$ cat config.mk
export PLATFORM = sky130hd
export DESIGN_NAME = uv_sram_ctrl
export DESIGN_NICKNAME = d
export VERILOG_FILES = /design/src/rtl/uv_sram_ctrl.sv
export SDC_FILE = /design/constraint.sdc
export NUM_CORES = 1
export LEC_CHECK = 0
export ABC_AREA = 1
export BUFFER_PORTS_ARGS = -buffer_cell sky130_fd_sc_hd__buf_2
export CAP_MARGIN = 20
export CORE_MARGIN = 3
export CORE_UTILIZATION = 49
export CTS_CLUSTER_DIAMETER = 150
export CTS_CLUSTER_SIZE = 16
export DETAILED_ROUTE_END_ITERATION = 16
export PLACE_DENSITY_LB_ADDON = 0.1
export SLEW_MARGIN = 20
export SYNTH_ARGS = -nofsm -noshare
export SYNTH_HDL_FRONTEND = slang
export SYNTH_SLANG_ARGS = --single-unit
export TNS_END_PERCENT = 50
$ cat constraint.sdc
create_clock -name clk -period 3.27 [get_ports clk]
set_input_delay 0.1635 -clock clk [delete_from_list [all_inputs] [get_ports clk]]
set_output_delay 0.1635 -clock clk [all_outputs]
set_load 0.01 [all_outputs]
$ cat src/rtl/uv_sram_ctrl.sv
// Slave controller driving a 1-cycle-latency single-port SRAM, responses buffered in a small FIFO.
// Optional macro UV_SRAM_RANGE_CHK_EN enables out-of-range access-fault reporting.
module uv_sram_ctrl #(
  parameter int unsigned ALEN         = 32,
  parameter int unsigned DLEN         = 32,
  parameter int unsigned MLEN         = DLEN / 8,
  parameter int unsigned AW           = 12,
  parameter int unsigned MEM_BASE_LSB = 31,
  parameter int unsigned RSP_DEPTH    = 2
) (
  input  logic             clk,
  input  logic             rst,
  input  logic             req_vld,
  output logic             req_rdy,
  input  logic             req_read,
  input  logic [ALEN-1:0]  req_addr,
  input  logic [MLEN-1:0]  req_mask,
  input  logic [DLEN-1:0]  req_data,
  output logic             rsp_vld,
  input  logic             rsp_rdy,
  output logic [1:0]       rsp_excp,
  output logic [DLEN-1:0]  rsp_data,
  output logic             sram_ce,
  output logic             sram_we,
  output logic [AW-1:0]    sram_addr,
  output logic [MLEN-1:0]  sram_wem,
  output logic [DLEN-1:0]  sram_wdata,
  input  logic [DLEN-1:0]  sram_rdata
);

  localparam int unsigned MB = $clog2(MLEN);
  localparam int unsigned PW = (RSP_DEPTH > 1) ? $clog2(RSP_DEPTH) : 1;
  localparam int unsigned CW = $clog2(RSP_DEPTH + 1);
  localparam int unsigned OW = CW + 1;

  logic            w_accept;
  logic            w_fault;
  logic            w_vld;
  logic            w_pop;
  logic [OW-1:0]   w_occ;
  logic [DLEN-1:0] w_push_data;
  logic [1:0]      w_push_excp;
  logic            w_unused_addr;

  logic            r_inflight;
  logic            r_infl_read;
  logic            r_infl_fault;
  logic [PW-1:0]   r_wptr;
  logic [PW-1:0]   r_rptr;
  logic [CW-1:0]   r_cnt;
  logic [DLEN-1:0] r_fifo_data [RSP_DEPTH];
  logic [1:0]      r_fifo_excp [RSP_DEPTH];

`ifdef UV_SRAM_RANGE_CHK_EN
  assign w_fault = |req_addr[MEM_BASE_LSB-1:AW+MB];
`else
  assign w_fault = 1'b0;
`endif

  // Address bits outside the word index are intentionally ignored.
  assign w_unused_addr = ^req_addr;

  // Occupancy counts the inflight slot so the SRAM is only accessed with a guaranteed FIFO slot.
  assign w_vld    = ~rst & (r_cnt != '0);
  assign w_pop    = w_vld & rsp_rdy;
  assign w_occ    = OW'(r_cnt) + OW'(r_inflight);
  assign req_rdy  = ~rst & ((w_occ - OW'(w_pop)) < OW'(RSP_DEPTH));
  assign w_accept = req_vld & req_rdy;

  assign sram_ce    = w_accept & ~w_fault;
  assign sram_we    = ~req_read;
  assign sram_addr  = req_addr[AW+MB-1:MB];
  assign sram_wem   = req_mask;
  assign sram_wdata = req_data;

  assign w_push_data = (r_infl_read & ~r_infl_fault) ? sram_rdata : '0;
  assign w_push_excp = r_infl_fault ? 2'b01 : 2'b00;

  assign rsp_vld  = w_vld;
  assign rsp_data = w_vld ? r_fifo_data[r_rptr] : '0;
  assign rsp_excp = w_vld ? r_fifo_excp[r_rptr] : 2'b00;

  // Control state: inflight tracker, pointers and occupancy.
  always_ff @(posedge clk) begin
    if (rst) begin
      r_inflight   <= 1'b0;
      r_infl_read  <= 1'b0;
      r_infl_fault <= 1'b0;
      r_wptr       <= '0;
      r_rptr       <= '0;
      r_cnt        <= '0;
    end else begin
      r_inflight   <= w_accept;
      r_infl_read  <= req_read;
      r_infl_fault <= w_fault;
      if (r_inflight) begin
        r_wptr <= (r_wptr == PW'(RSP_DEPTH - 1)) ? '0 : r_wptr + PW'(1);
      end
      if (w_pop) begin
        r_rptr <= (r_rptr == PW'(RSP_DEPTH - 1)) ? '0 : r_rptr + PW'(1);
      end
      case ({r_inflight, w_pop})
        2'b10:   r_cnt <= r_cnt + CW'(1);
        2'b01:   r_cnt <= r_cnt - CW'(1);
        default: r_cnt <= r_cnt;
      endcase
    end
  end

  // FIFO storage needs no reset; entries are qualified by r_cnt.
  always_ff @(posedge clk) begin
    if (r_inflight) begin
      r_fifo_data[r_wptr] <= w_push_data;
      r_fifo_excp[r_wptr] <= w_push_excp;
    end
  end

endmodule

Yosys cells after proc, flatten, opt, wreduce, memory -nomap -nowiden --
Memories as Yosys holds them, arrays and structs flattened. A register that Yosys moved wholly into a read port is not among the register bits. Cells that the tools add are included.
Storage, ports and cells: bits in writable memories 64, logic and storage cells 33, memories kept 1, input port bits 105, flip-flop bits (word level) 6
Memory list:
- r_fifo_data | words 2, bits a word 32, read ports 1, clocked after Yosys merged registers in 1, wr ports 1, RTL line 51 | logic [DLEN-1:0] r_fifo_data [RSP_DEPTH];
Cells by class: bitwise gates (word level) 6, mux-type cells 10, reduce and logical (&&, ||, !) cells 2, order comparisons 1, equal/unequal tests 2, $add $sub $neg 6
Operator list (count):
- $mux W32 | 2
- $mux W1 | 6
- $and A1 B1 Y1 | 4
- $pmux W2 S2 | 1
- $reduce_bool A2 Y1 | 2
- $add A2 B1 Y3 | 1
- $lt A3 B2 Y1 const B | 1
- $sub A3 B1 Y3 | 1
- $add A1 B1 Y1 const B | 2
- $add A2 B1 Y2 const B | 1
- $eq A2 B1 Y1 const B | 1
- $eq A2 B2 Y1 const B | 1
- $mux W2 | 1
- $not A1 Y1 | 2
- $sub A2 B1 Y2 const B | 1

Longest topological paths before layout --
Gate-level depths: netlist of run 1.
word-level depth 7, depth in mapped cells 9, mapped depth without buffers 9

Worst setup path after synthesis of run 1 --
Ideal clock, no wire load.
path kind flip-flop to flip-flop, from register r_inflight, to memory r_fifo_data[0][0], enable pin, stages on the path, launching flop included 3, setup time 0.421 ns, arrival time 1.823 ns, slack 1.026 ns, buffers on the path 0, data required time 2.849 ns, path through dfxtp_1 -> inv_1 -> nor2_1
Between the ends: word-level cells in the longest chain between the ends 2
RTL lines:
- from (decl) | RTL line 45 | logic r_inflight;
- from (signal assigned) | RTL line 93 | r_inflight <= w_accept;
- $mux W1 | RTL line 112 | if (r_inflight) begin
- $mux W1
- to (decl) | RTL line 51
Every way passes these cells.

Worst setup path after layout of run 1 --
from register r_cnt[1], to output sram_ce
Between the ends: word-level cells in the longest chain between the ends 7, elaborated cells between the ends (all ways) 8
RTL lines:
- from (decl) | RTL line 50 | logic [CW-1:0] r_cnt;
- from (signal assigned) | RTL line 103 | 2'b10: r_cnt <= r_cnt + CW'(1);
- from (signal assigned) | RTL line 104 | 2'b01: r_cnt <= r_cnt - CW'(1);
- from (signal assigned) | RTL line 105 | default: r_cnt <= r_cnt;
- $reduce_bool A2 Y1 | RTL line 64 | assign w_vld = ~rst & (r_cnt != '0);
- $and A1 B1 Y1 | RTL line 64
- $and A1 B1 Y1 | RTL line 65 | assign w_pop = w_vld & rsp_rdy;
- $sub A3 B1 Y3 (*) | RTL line 67 | assign req_rdy = ~rst & ((w_occ - OW'(w_pop)) < OW'(RSP_DEPTH));
- $lt A3 B2 Y1 (*) | RTL line 67
- $and A1 B1 Y1 (*) | RTL line 67
- $and A1 B1 Y1 (*) | RTL line 68 | assign w_accept = req_vld & req_rdy;
- to (decl) | RTL line 23 | output logic sram_ce,
Mark *: on every way between the ends. The rest lies on a longest branch, timed or not.

==> results of run 1 <==
-- path summary, 6_finish.rpt --
path	start	endpoint	depth (start not counted)
max	r_cnt[1]$_SDFFE_PP0P_	sram_ce	10
min reg2reg	r_rptr$_SDFFE_PP0P_	flip-flop	2
min	req_read	r_infl_read$_SDFF_PP0_	3
max reg2reg	r_inflight$_SDFF_PP0_	r_fifo_data[0][11]$_DFFE_PP_	2
-- metrics by stage --
stage,power (uW),cell area [um2],util,std cells
floorplan,1420,3630,-,334
global placement,1450,3670,0.526,445
detailed placement,1460,3670,0.526,445
CTS,2120,3860,0.553,460
global route,2200,3860,0.553,460
finish,2090,3860,0.553,460
-- power by group through the flow --
| stage | Sequential, uW | Combinational [uW] | Clock, uW |
|---|---|---|---|
| after detailed placement | 1130 | 328 | 0 |
| after CTS | 1110 | 330 | 677 |
| after global placement | 1130 | 326 | 0 |
| after floorplan | 1110 | 313 | 0 |
| final | 1110 | 322 | 655 |
| after global routing | 1120 | 361 | 717 |
-- Yosys cell counts, types with 2 or more instances --
cell type | count | share of area
nand2_1 | 70 | 0.073
nor2_1 | 10 | 0.010
buf_4 | 50 | 0.10
nand4_1 | 2 | 0.0035
inv_2 | 2 | 0.0021
nand3_2 | 2 | 0.0055
a21oi_1 | 2 | 0.0028
mux2_4 | 8 | 0.033
nand3_1 | 3 | 0.0041
clkbuf_1 | 3 | 0.0031
inv_1 | 72 | 0.075
edfxtp_1 | 64 | 0.53
dfxtp_1 | 7 | 0.039
buf_6 | 7 | 0.022
mux2_2 | 23 | 0.072
-- state kept, by name, summed over array words and instances, names as in the netlist, named ones only --
name,count
r_cnt,2
r_rptr,1
r_infl_read,1
r_fifo_data,64
r_wptr,1
r_inflight,1
-- worst reg2reg max path: stages (launching register included) --
cell	delay, ns
dfxtp_1	0.47
inv_1	0.12
nor2_4	0.74
-- final cells by class --
cell class	count	area (um2)	area share
flip-flops and latches	71	2060	0.535
multi-input cells	129	828	0.215
repair buffers	75	383	0.0992
inverters	74	278	0.0720
clock buffers	9	124	0.0321
well taps	96	120	0.0311
clock inverters	6	62.6	0.0162
-- logic make-up (layout without fill, tap and decap cells) --
group                      count (synthesis)  after routing  synth area share
buffers and inverters                    134            164             0.205
and+or+nand+nor                           89             89            0.0991
AOI/OAI and AO/OA                          3              3           0.00726
adders and majority gates                  1              1           0.00553
muxes                                     32             32             0.108
xor gates and xnor gates                   2              2           0.00484
other                                      1              2           0.00104
DFF                                       71             71             0.569
-- layer usage --
metal | wire (um) | track usage | vias up
met5 | 0 | 0 | -
met4 | 189 | 0.101 | 0
met3 | 395 | 0.0427 | 24
met2 | 3080 | 0.247 | 92
met1 | 2490 | 0.163 | 970
li1 | - | - | 1031
==> results by group, run 1 <==
Logic synthesis
  – Mean post-synth cell area: 10.9 um2
  – Synth warnings: 0
  – Seq/Total Area, Yosys: 0.569
  – Syn Inst Count: 333
  – Number of library cell types mapped by synthesis: 23
  – Cell area after synthesis: 0.00362 mm2
  – Share of synthesized registers carrying an async set or reset: 0
  – Register bit count reported by yosys: 71
  – Post-synth EDFFs: 64
  – Main synth FF type: edfxtp_1

Critical path
  – Arr. time, crit path: 2.12 ns
  – Worst path bufs/invs: 2
  – Largest stage delay, worst path: 0.40 ns
  – Max stage delay cell, worst path: dfxtp_1
  – Crit end category: primary output
  – Worst path cell trace: inv_1 -> nand2_1 -> nand3_2 -> nand2_2 -> nand3_2 -> fa_1 -> xnor2_1 -> nand3_1 -> nor2_1 -> buf_2
  – Startpoint Class: flip-flop
  – Crit path max fanout: 4
  – CP top delay family: simple AND/OR/NAND/NOR gates
  – Crit path top cell by count: nand3_2
  – Critical Path RT: 3.11 ns
  – WS Path Type: reg2out
  – R2R Setup Slk: 1.54 ns

Timing
  – Max Freq: 0.437 GHz
  – Min cycle time layout: 2.29 ns
  – Slew headroom: 0.352
  – Fin. Hold Viols: 0
  – Final setup fails: 0
  – RSZ-0062 raised after global routing: no
  – Final clock skew: 0.00732 ns
  – WHS: 0.0632 ns
  – Setup WS post-layout: 0.983 ns
  – Slew Limit Fails: 0
  – Pin slew with the least headroom to its limit: 0.970 ns
  – Final Cycle Share: 0.700
  – Sum Neg Setup Slack: 0 ns

Finish
  – Ant diodes: 0
  – Syn-to-layout area delta: 6.53%
  – Most frequent cells in the layout: 72 x inv_1, 72 x buf_2, 70 x nand2_1
  – Nets: 466
  – Layout cells sized above 1: 0.354
  – Fill count: 658

Clocking
  – Clock Tree Root: clkbuf_8
  – CTS tree: yes
  – CTS Buf Count: 9
  – Num Clock Sinks: 71
  – Clock Path Buffers: 2
  – Reg clk slew, reported paths: 0.07 ns
  – Cts hold-fix bufs: 0
  – Post-CTS Setup Inserts: 0
  – CTS H-Tree Depth: 3
  – Worst-Skew Late Latency: 0.33 ns
  – Post_cts resized: 0

Die
  – Io pins: 191
  – Site row count: 30
  – Die Span Y: 92.0 um
  – Die Span X: 92.0 um
  – Initial Utilization: 0.519
  – Die area: 0.00846 mm2
  – Core ar.: 0.00698 mm2

Detailed routing
  – Pre-antenna DRT Iters: 4
  – Remaining DRCs: 0
  – Via density: 4.60
  – Antenna-violating nets left: 0
  – Initial DRC Count: 64
  – WL/cell: 13.4 um
  – Total Routed Length: 6160 um
  – Via total after detailed routing: 2,117

Place
  – Place WS: 1.34 ns
  – Count of input and output buffers: 72
  – Post-DP HPWL: 3930 um
  – Placer Congestion: 0.713

Power and ir drop
  – NetSw: 531 uW
  – Power density over cell area: 541 mW/mm2
  – Power share of the clock group: 0.314
  – Worst IR Drop VDD: 0.255 mV
  – Static Leak: 0.00204 uW
  – Flop pwr share: 0.532
  – Power Internal: 1560 uW
  – Gate power share: 0.154
  – Sw Share: 0.254

GRT
  – Initial antenna violation count: 0
  – Vias in the first global route: 2,088
  – GR Util All Layers: 0.148
  – Pin count of the biggest net entering global routing: 34
  – Grt total ovfl: 0
  – First-pass GRT wire length: 9620 um

Outcome
  – Status: finished, final reports clean

Min path
  – Worst hold path class: in2reg

Flow run
  – Max Cap Viol: 0
(Power assumes the default switching activity.)
==> inputs of run 2 (changes only) <==
--- a/config.mk
+++ b/config.mk
@@ -9,7 +9,7 @@
 export BUFFER_PORTS_ARGS = -buffer_cell sky130_fd_sc_hd__buf_2
 export CAP_MARGIN = 20
 export CORE_MARGIN = 3
-export CORE_UTILIZATION = 49
+export CORE_UTILIZATION = 45
 export CTS_CLUSTER_DIAMETER = 150
 export CTS_CLUSTER_SIZE = 16
 export DETAILED_ROUTE_END_ITERATION = 16
==> constraint.sdc (replaced) <==
create_clock -name clk -period 2.19 [get_ports clk]
set_input_delay 0.1095 -clock clk [delete_from_list [all_inputs] [get_ports clk]]
set_output_delay 0.1095 -clock clk [all_outputs]
set_load 0.01 [all_outputs]
==> run 2 against run 1 <==
Compared with the run above:
- critical endpoint unchanged
- non-clock buffer count rose by 7
- routed wire length fell by 0.24%
- global-route usage fell by 0.62 points
- worst setup slack got worse by 0.85 ns
- critical path depth fell by 1
- via count rose by 1.8%
- worst hold slack got worse by 0.018 ns
- cell count rose by 3.0%
- combinational power rose by 68%
- clock-buffer cell count rose by 2
==> results by group, run 2 (synthesized netlist as in run 1, its figures left out) <==
Outcome
  – Status: finished, final reports clean

Timing
  – Sum Neg Setup Slack: 0 ns (unchanged)
  – Final clock skew: 0.00845 ns (+0.00113 ns)
  – Final Cycle Share: 0.938
  – Max Freq: 0.487 GHz
  – Slew headroom: 0.345 (-0.00702)
  – Setup WS post-layout: 0.135 ns (-0.848 ns)
  – RSZ-0062 raised after global routing: no
  – Fin. Hold Viols: 0 (unchanged)
  – Final setup fails: 0 (unchanged)
  – Slew Limit Fails: 0 (unchanged)
  – Pin slew with the least headroom to its limit: 0.981 ns (+0.0115 ns)
  – Min cycle time layout: 2.05 ns

Critical path
  – Max stage delay cell, worst path: fa_2
  – Critical Path RT: 2.08 ns (-1.03 ns)
  – WS Path Type: reg2out
  – CP top delay family: simple AND/OR/NAND/NOR gates
  – Largest stage delay, worst path: 0.37 ns (-0.03 ns)
  – Crit path top cell by count: nand3_2
  – Worst path cell trace: inv_2 -> nand2_4 -> nand4_1 -> nand3_2 -> fa_2 -> xnor2_2 -> nand3_2 -> nor2_1 -> buf_2
  – Startpoint Class: flip-flop
  – Crit path max fanout: 4 (unchanged)
  – Worst path bufs/invs: 2 (unchanged)
  – Crit end category: primary output
  – Arr. time, crit path: 1.95 ns (-0.17 ns)

Power and ir drop
  – Worst IR Drop VDD: 0.327 mV (+28%)
  – Static Leak: 0.00209 uW (+2.8%)
  – Power density over cell area: 821 mW/mm2 (+52%)

GRT
  – GR Util All Layers: 0.142 (-0.00624)
  – Pin count of the biggest net entering global routing: 34 (unchanged)
  – Initial antenna violation count: 0 (unchanged)
  – Vias in the first global route: 2,147 (+2.8%)
  – Grt total ovfl: 0 (unchanged)
  – First-pass GRT wire length: 9670 um (+0.57%)

Place
  – Placer Congestion: 0.699 (-2.0%)
  – Count of input and output buffers: 72 (unchanged)
  – Place WS: 0.303 ns (-1.04 ns)
  – DP Area: 0.00372 mm2 (+1.2%)
  – Post-DP HPWL: 3920 um (-0.21%)

Detailed routing
  – Remaining DRCs: 0 (unchanged)
  – Pre-antenna DRT Iters: 4 (unchanged)
  – Antenna-violating nets left: 0 (unchanged)
  – Via density: 4.55 (-1.2%)
  – Via total after detailed routing: 2,155 (+1.8%)
  – Initial DRC Count: 47 (-27%)
  – WL/cell: 13.0 um (-3.2%)
  – Total Routed Length: 6140 um (-0.24%)

Finish
  – Layout cells sized above 1: 0.371 (+0.0166)
  – Top reg by flops: r_fifo_data
  – Largest registers in the final layout: r_fifo_data (64), r_cnt (2)
  – Nets: 473 (+1.5%)
  – Commonest non-fill, non-tap cell in the layout: buf_2
  – Area occupied by multi-input gates: 858 um2 (+3.6%)
  – Syn-to-layout area delta: 9.84%
  – Ant diodes: 0 (unchanged)
  – Most frequent cells in the layout: 72 x buf_2, 71 x inv_1, 69 x nand2_1
  – Largest register FFs: 64 (unchanged)
  – Fin area: 0.00398 mm2 (+3.1%)
  – Storage cell area: 0.00207 mm2 (+0.24%)
  – Fill count: 759 (+15%)

Die
  – Die Span X: 95.7 um (+4.1%)
  – Io pins: 191 (unchanged)
  – Initial Utilization: 0.466 (-0.0525)
  – Site row count: 32 (+6.7%)
  – Core ar.: 0.00777 mm2 (+11%)
  – Die area: 0.00916 mm2 (+8.3%)
  – Die Span Y: 95.7 um (+4.1%)

Flow run
  – Max Cap Viol: 0 (unchanged)

Clocking
  – Num Clock Sinks: 71 (unchanged)
  – CTS tree: yes
  – Clock Path Buffers: 2 (unchanged)
  – Worst-Skew Late Latency: 0.34 ns (about the same)
  – Reg clk slew, reported paths: 0.07 ns (about the same)
  – CTS Buf Count: 9 (unchanged)
  – CTS H-Tree Depth: 3 (unchanged)
  – Post-CTS Setup Inserts: 0 (unchanged)
  – Clock Tree Root: clkbuf_8

Min path
  – Worst hold path class: in2reg
==> run 2: changes by cell type in the layout (fill, tap and decap cells not counted), sizes merged <==
cell	previous run	this run
dlygate4sd3	0	2
bufinv	1	2
clkinv	2	3
clkinvlp	3	0
clkbuf	9	11
buf	75	80
==> run 2: per-stage QoR <==
step | instances | total power [uW] | utilization | hold WS (ns)
floorplan | 334 | 2120 | - | 0.182
CTS | 474 | 3290 | 0.508 | 0.0316
global route | 474 | 3430 | 0.512 | 0.0468
detailed placement | 456 | 2190 | 0.479 | 0.219
global placement | 456 | 2190 | 0.479 | 0.219
finish | 474 | 3270 | 0.512 | 0.0448
==> run 2: path summary, 6_finish.rpt <==
kind                         start                           end  slack, ns  cells past startpoint
max          r_cnt[0]$_SDFFE_PP0P_                       sram_ce       0.14                      9
min                 sram_rdata[16]  r_fifo_data[1][16]$_DFFE_PP_       0.04                      3
max reg2reg  r_cnt[0]$_SDFFE_PP0P_         r_inflight$_SDFF_PP0_       0.66                      8
min reg2reg    r_rptr$_SDFFE_PP0P_                     flip-flop       0.50                      2
==> run 2: power by group <==
group / switching [uW] / leakage (uW) / internal, uW
registers: 44.4 / 0.000658 / 1590
logic: 300 / 0.00133 / 242
clock network: 452 / 0.000102 / 633
total: 796 / 0.00209 / 2470
==> run 2: per-layer routing <==
| layer | wire length, um | up-vias | track usage |
|---|---|---|---|
| met1 | 2530 | 982 | 0.162 |
| met2 | 2950 | 92 | 0.234 |
| li1 | - | 1050 | - |
| met3 | 454 | 31 | 0.0430 |
| met5 | 0 | - | 0 |
| met4 | 198 | 0 | 0.0853 |
==> run 2: final cells by class <==
| cell class | instances | area share |
|---|---|---|
| multi-input cells | 129 | 0.216 |
| repair buffers | 82 | 0.111 |
| flip-flops and latches | 71 | 0.520 |
| inverters | 74 | 0.0704 |
| clock buffers | 11 | 0.0330 |
| well taps | 102 | 0.0321 |
| clock inverters | 5 | 0.0182 |
==> run 2: worst min-delay path: stages <==
cell	delay, ns
buf_2	0.08
nand2_1	0.04
inv_1	0.05
==> run 2: what timing repair did <==
item | in CTS | in global routing
resized for setup | 4 | 7
setup endpoints to repair | 2 | 2
pin swaps | 0 | 2
hold buffers | 2 | 0
endpoints found under the hold margin | 2 | 0
